File: src/rtl/paralelo_serial_pkg.sv
// Shared definitions for the serial link: character width, comma, state encoding.
// Also used by serial_paralelo so both ends agree on the comma character.
package paralelo_serial_pkg;

  localparam int unsigned CHAR_W     = 8;
  localparam int unsigned BYTE_CNT_W = 16;

  localparam logic [CHAR_W-1:0] COMMA_DEF = 8'hBC;

  localparam logic [1:0] ST_IDLE_ENC   = 2'd0;
  localparam logic [1:0] ST_SYNC_ENC   = 2'd1;
  localparam logic [1:0] ST_ACTIVE_ENC = 2'd2;

  typedef enum logic [1:0] {
    ST_IDLE   = ST_IDLE_ENC,
    ST_SYNC   = ST_SYNC_ENC,
    ST_ACTIVE = ST_ACTIVE_ENC
  } ps_state_e;

  // Bits needed to hold the value n (at least one bit).
  function automatic int unsigned cnt_width(input int unsigned n);
    return (n < 1) ? 1 : $clog2(n + 1);
  endfunction

endpackage

File: src/rtl/ps_shifter.sv
// MSB-first character shifter: loads a character, shifts it out one bit per edge,
// and flags the cycle in which the last bit is on the line.
module ps_shifter
  import paralelo_serial_pkg::*;
(
  input  logic              i_clk_32f,
  input  logic              i_reset,
  input  logic              i_load,
  input  logic              i_shift,
  input  logic [CHAR_W-1:0] i_data,
  output logic              o_serial,
  output logic              o_last_bit
);

  localparam int unsigned BIT_W = $clog2(CHAR_W);

  logic [CHAR_W-1:0] r_sh;
  logic [BIT_W-1:0]  r_bit_cnt;

  // Load has priority; a load always restarts the bit count.
  always_ff @(posedge i_clk_32f) begin
    if (i_reset) begin
      r_sh      <= '0;
      r_bit_cnt <= '0;
    end else if (i_load) begin
      r_sh      <= i_data;
      r_bit_cnt <= '0;
    end else if (i_shift) begin
      r_sh      <= {r_sh[CHAR_W-2:0], 1'b0};
      r_bit_cnt <= r_bit_cnt + BIT_W'(1);
    end
  end

  assign o_serial   = r_sh[CHAR_W-1];
  assign o_last_bit = (r_bit_cnt == BIT_W'(CHAR_W - 1));

endmodule

File: src/rtl/paralelo_serial.sv
// Transmit serializer: sends a comma sync run after reset, then data bytes or idle commas.
// Optional accepted-byte counter port enabled by defining PS_BYTE_COUNT_EN.
module paralelo_serial
  import paralelo_serial_pkg::*;
#(
  parameter logic [CHAR_W-1:0] COMMA      = COMMA_DEF,
  parameter int unsigned       SYNC_COUNT = 4
) (
  input  logic                  clk_32f,
  input  logic                  reset,
  input  logic [CHAR_W-1:0]     data_in,
  input  logic                  valid_in,
  output logic                  ready_out,
  output logic                  data_out,
  output logic                  active
`ifdef PS_BYTE_COUNT_EN
  ,
  output logic [BYTE_CNT_W-1:0] byte_count
`endif
);

  localparam int unsigned     CC_W       = cnt_width(SYNC_COUNT);
  localparam logic [CC_W-1:0] LAST_COMMA = CC_W'(SYNC_COUNT - 1);

  ps_state_e         r_state;
  ps_state_e         w_state_nxt;
  logic [CC_W-1:0]   r_comma_cnt;
  logic [CC_W-1:0]   w_comma_cnt_nxt;
  logic              r_active;
  logic              w_active_nxt;
  logic              w_last_bit;
  logic              w_load;
  logic              w_shift;
  logic              w_ready;
  logic [CHAR_W-1:0] w_load_data;

  always_ff @(posedge clk_32f) begin
    if (reset) begin
      r_state     <= ST_IDLE;
      r_comma_cnt <= '0;
      r_active    <= 1'b0;
    end else begin
      r_state     <= w_state_nxt;
      r_comma_cnt <= w_comma_cnt_nxt;
      r_active    <= w_active_nxt;
    end
  end

  // Next state, shifter control and handshake.
  always_comb begin
    w_state_nxt     = r_state;
    w_comma_cnt_nxt = r_comma_cnt;
    w_active_nxt    = r_active;
    w_load          = 1'b0;
    w_shift         = 1'b0;
    w_ready         = 1'b0;
    w_load_data     = COMMA;

    case (r_state)
      ST_IDLE: begin
        w_state_nxt = ST_SYNC;
        w_load      = 1'b1;
      end
      ST_SYNC: begin
        w_shift = !w_last_bit;
        w_load  = w_last_bit;
        // The final sync comma already offers the next slot to the data side.
        w_ready = w_last_bit && (r_comma_cnt == LAST_COMMA);
        if (w_last_bit) begin
          w_comma_cnt_nxt = r_comma_cnt + CC_W'(1);
          if (r_comma_cnt == LAST_COMMA) begin
            w_state_nxt  = ST_ACTIVE;
            w_active_nxt = 1'b1;
          end
        end
      end
      ST_ACTIVE: begin
        w_shift = !w_last_bit;
        w_load  = w_last_bit;
        w_ready = w_last_bit;
      end
      default: begin
        w_state_nxt = ST_IDLE;
      end
    endcase

    if (w_ready && valid_in) begin
      w_load_data = data_in;
    end
  end

  ps_shifter u_shifter (
    .i_clk_32f  (clk_32f),
    .i_reset    (reset),
    .i_load     (w_load),
    .i_shift    (w_shift),
    .i_data     (w_load_data),
    .o_serial   (data_out),
    .o_last_bit (w_last_bit)
  );

  assign ready_out = w_ready;
  assign active    = r_active;

`ifdef PS_BYTE_COUNT_EN
  logic [BYTE_CNT_W-1:0] r_byte_count;

  // Counts accepted data bytes only; idle commas are not counted.
  always_ff @(posedge clk_32f) begin
    if (reset) begin
      r_byte_count <= '0;
    end else if (w_ready && valid_in) begin
      r_byte_count <= r_byte_count + BYTE_CNT_W'(1);
    end
  end

  assign byte_count = r_byte_count;
`endif

endmodule

File: config.mk
export PLATFORM = sky130hd
export DESIGN_NAME = paralelo_serial
export DESIGN_NICKNAME = d
export VERILOG_FILES = /design/src/rtl/paralelo_serial_pkg.sv /design/src/rtl/ps_shifter.sv /design/src/rtl/paralelo_serial.sv
export SDC_FILE = /design/constraint.sdc
export NUM_CORES = 1
export LEC_CHECK = 0
export BUFFER_PORTS_ARGS = -buffer_cell sky130_fd_sc_hd__buf_2
export CORE_MARGIN = 2
export CORE_UTILIZATION = 40
export DETAILED_ROUTE_END_ITERATION = 16
export MAX_ROUTING_LAYER = met4
export PLACE_DENSITY_LB_ADDON = 0.15
export SLEW_MARGIN = 20
export SYNTH_ARGS = -nofsm -noshare
export SYNTH_HDL_FRONTEND = slang
export SYNTH_SLANG_ARGS = --single-unit
File: constraint.sdc
create_clock -name clk_32f -period 1.75 [get_ports clk_32f]
set_clock_uncertainty 0.05 [all_clocks]
set_input_delay 0.175 -clock clk_32f [delete_from_list [all_inputs] [get_ports clk_32f]]
set_output_delay 0.175 -clock clk_32f [all_outputs]
set_load 0.01 [all_outputs]
==> results.ini <==
[global_routing]
grt_pass1_vias = 664
grt_pass1_wl_microns = 2850
grt_antenna_before_repair = 0
grt_remaining_overflow = 0
grt_max_degree = 18
grt.total_usage_pct = 14.9

[yosys]
synthArstFlopShare_pct = 0
yosysMostFrequentCell = dfxtp_1
postSynthCellCount = 105
synth_compound_gate_area_share_pct = 21.3
yosysTopAreaCell = dfxtp_1
yosys-mux-area-fraction_pct = 2.17
yosys-top-cells-count = dfxtp_1, a21oi_1, ha_1, inv_1, nand3_1
synth.top_cell.area_share_pct = 37.0
synth_edf_count = 0
syn_avg_cell_area_sq_um = 8.77
synthXorXnorAreaFrac_pct = 1.90
synthAdderAreaFrac_pct = 13.6
synth_top_family_by_area = compound AO/OA/AOI/OAI gates
ys.flop_type = dfxtp_1
synth_area_leaders = dfxtp_1, ha_1, a21oi_1, nand3_1, o311a_1
syn_area_sq_um = 921
syn-num-nets = 126
yosys.area_share.simple_pct = 15.8
yosysSeqAreaShare_pct = 37.0
synth_warnings = 0
ys_types = 28
ys_seq_elements = 17

[floorplan]
die_x_microns = 52.0
die_area_sq_um = 2700
row_count = 17
die_h_microns = 52.0
core-area_sq_um = 2190
io_pins = 14
initial_core_util_pct = 42.0

[timing]
period_share_pct = 96.8
clock.fmax_mhz = 590
setup_violations = 0
fin_tns_setup_ns = 0
hold_viol_final = 0
tightest_slew_ns = 0.502
relSlewSlack_pct = 66.5
fin_ws_ns = 0.0558
slew_violations = 0
period_needed_ns = 1.69

[clock_network]
cts.path.max_buffers = 2
cts_made_buffers = 3
numClockSinks = 17
cts-root-buf = clkbuf_4
clk_pin_slew_ns = 0.11
postCtsHoldBufs = 0
cts_max_level = 1
cts_tree = done
clock_latency_ns = 0.29

[placed_design]
hpwlAfterDp_microns = 1260
dp.cells = 142
dpl_cell_area_sq_um = 1000
gp_congestion = 0.749
portBuffers = 13
dp_slack_ns = 0.0968

[outcome]
status = finished, final reports clean

[critical_path]
crit_arrival_ns = 1.47
crit_chain = ha_1 > ha_2 > a21o_1 > and3_1 > buf_2
critical_path_class = reg2out
crit_path_top_delay_cell = dfxtp_2
path_max_fanout = 4
cp.required_ns = 1.52
cp-end-kind = output port
worst_setup_path_start_kind = flip-flop
slowest_delay_ns = 0.33

[final_layout]
drive_gt1_share_pct = 28.1
regArea_sq_um = 350
fin_area_sq_um = 1080
areaGrowthSynthToFinish_pct = 17.5
nets = 143
antenna_cells = 0
nFillCells = 218
multiInputGateArea_sq_um = 522
final-instance-count-excl-fill = 149

[routing]
drc = 0
routed_wl_microns = 1750
ant_nets = 0
first_pass_iters = 4
drtIter0Drc = 10
wl_per_cell_microns = 11.8
num_vias = 770
avgViaCountPerCell = 5.17

[power]
ir_drop_uv = 682
power_uw = 1290
p_leak_uw = 0.000482
power_density_nw_per_um2 = 1190

[worst_hold_path]
hold_class = in2reg

[run]
drv_cap = 0

## final timing paths
path | cells past startpoint | start | to | slack, ns
hold reg to reg | 2 | active | active | 0.42
setup reg to reg | 5 | r_state[1] | u_shifter.r_sh[3] | 0.16
hold / removal | 3 | data_in[1] | u_shifter.r_sh[1] | 0.09
setup / recovery | 5 | r_comma_cnt[0] | ready_out | 0.06
## worst max-delay path: cells and delay by family, from the launching register on
| kind | cells | cell delay (ns) |
|---|---|---|
| compound gates | 1 | 0.16 |
| buf+inv | 1 | 0.13 |
| flops | 1 | 0.33 |
| simple gates | 1 | 0.17 |
| fa+ha+maj | 2 | 0.38 |
## repair_timing
action,4_1_cts,5_1_grt
gates resized for setup,4,6
setup buffers,0,3
endpoints found under the hold margin,0,0
cloned,0,0
endpoints found under the setup margin,1,3
## cells by family after synthesis
kind of cell / count (synthesis)
compound gates: 29
simple gates: 28
buf+inv: 17
flops: 17
fa+ha+maj: 10
xor+xnor: 2
mux: 2
## per-stage QoR
stage	util, %	hold slack, ns
floorplan	-	0.288
global placement	45.9	0.392
detailed placement	45.9	0.407
CTS	47.5	0.0847
global route	49.4	0.0919
finish	49.4	0.0907
## layout by cell type, fill, tap and decap left out, drive strengths merged
master	instances
a31oi	3
a21bo	1
mux2i	2
xnor2	1
nor2b	1
a311oi	1
dfxtp	17
inv	10
nor3	3
xor2	1
a21o	1
nand4	1
clkinv	1
a21boi	1
nor2	8
o21bai	2
o21ai	4
and4b	1
nand2	3
and3	1
clkbuf	3
nand3	10
buf	19
ha	10
o311a	5
a21oi	11
## registers in the layout, indices dropped and copies added, names as in the netlist
register             count
u_shifter.r_sh           8
r_comma_cnt              3
u_shifter.r_bit_cnt      3
r_state                  2
active                   1
## cell type report
cell class | count | share of cell area [%]
Sequential cell | 17 | 32.4
Clock buffer | 3 | 2.08
Tap cell | 28 | 3.24
Timing Repair Buffer | 19 | 10.2
Multi-Input combinational cell | 71 | 48.2
Clock inverter | 1 | 0.462
Inverter | 10 | 3.47
## metal layers
metal,up-vias,wire length [microns],global-route usage (%)
met5,-,0,-
met4,0,18,7.89
met3,2,33,2.59
met2,5,797,21.1
met1,358,902,20.0
li1,405,-,-
## power by group
| part | internal (uW) | switching, uW | total [uW] |
|---|---|---|---|
| clock | 84.9 | 125 | 210 |
| sequential | 482 | 55.7 | 537 |
| combinational | 255 | 283 | 539 |
Note: power is estimated with default switching activity, not from simulation.
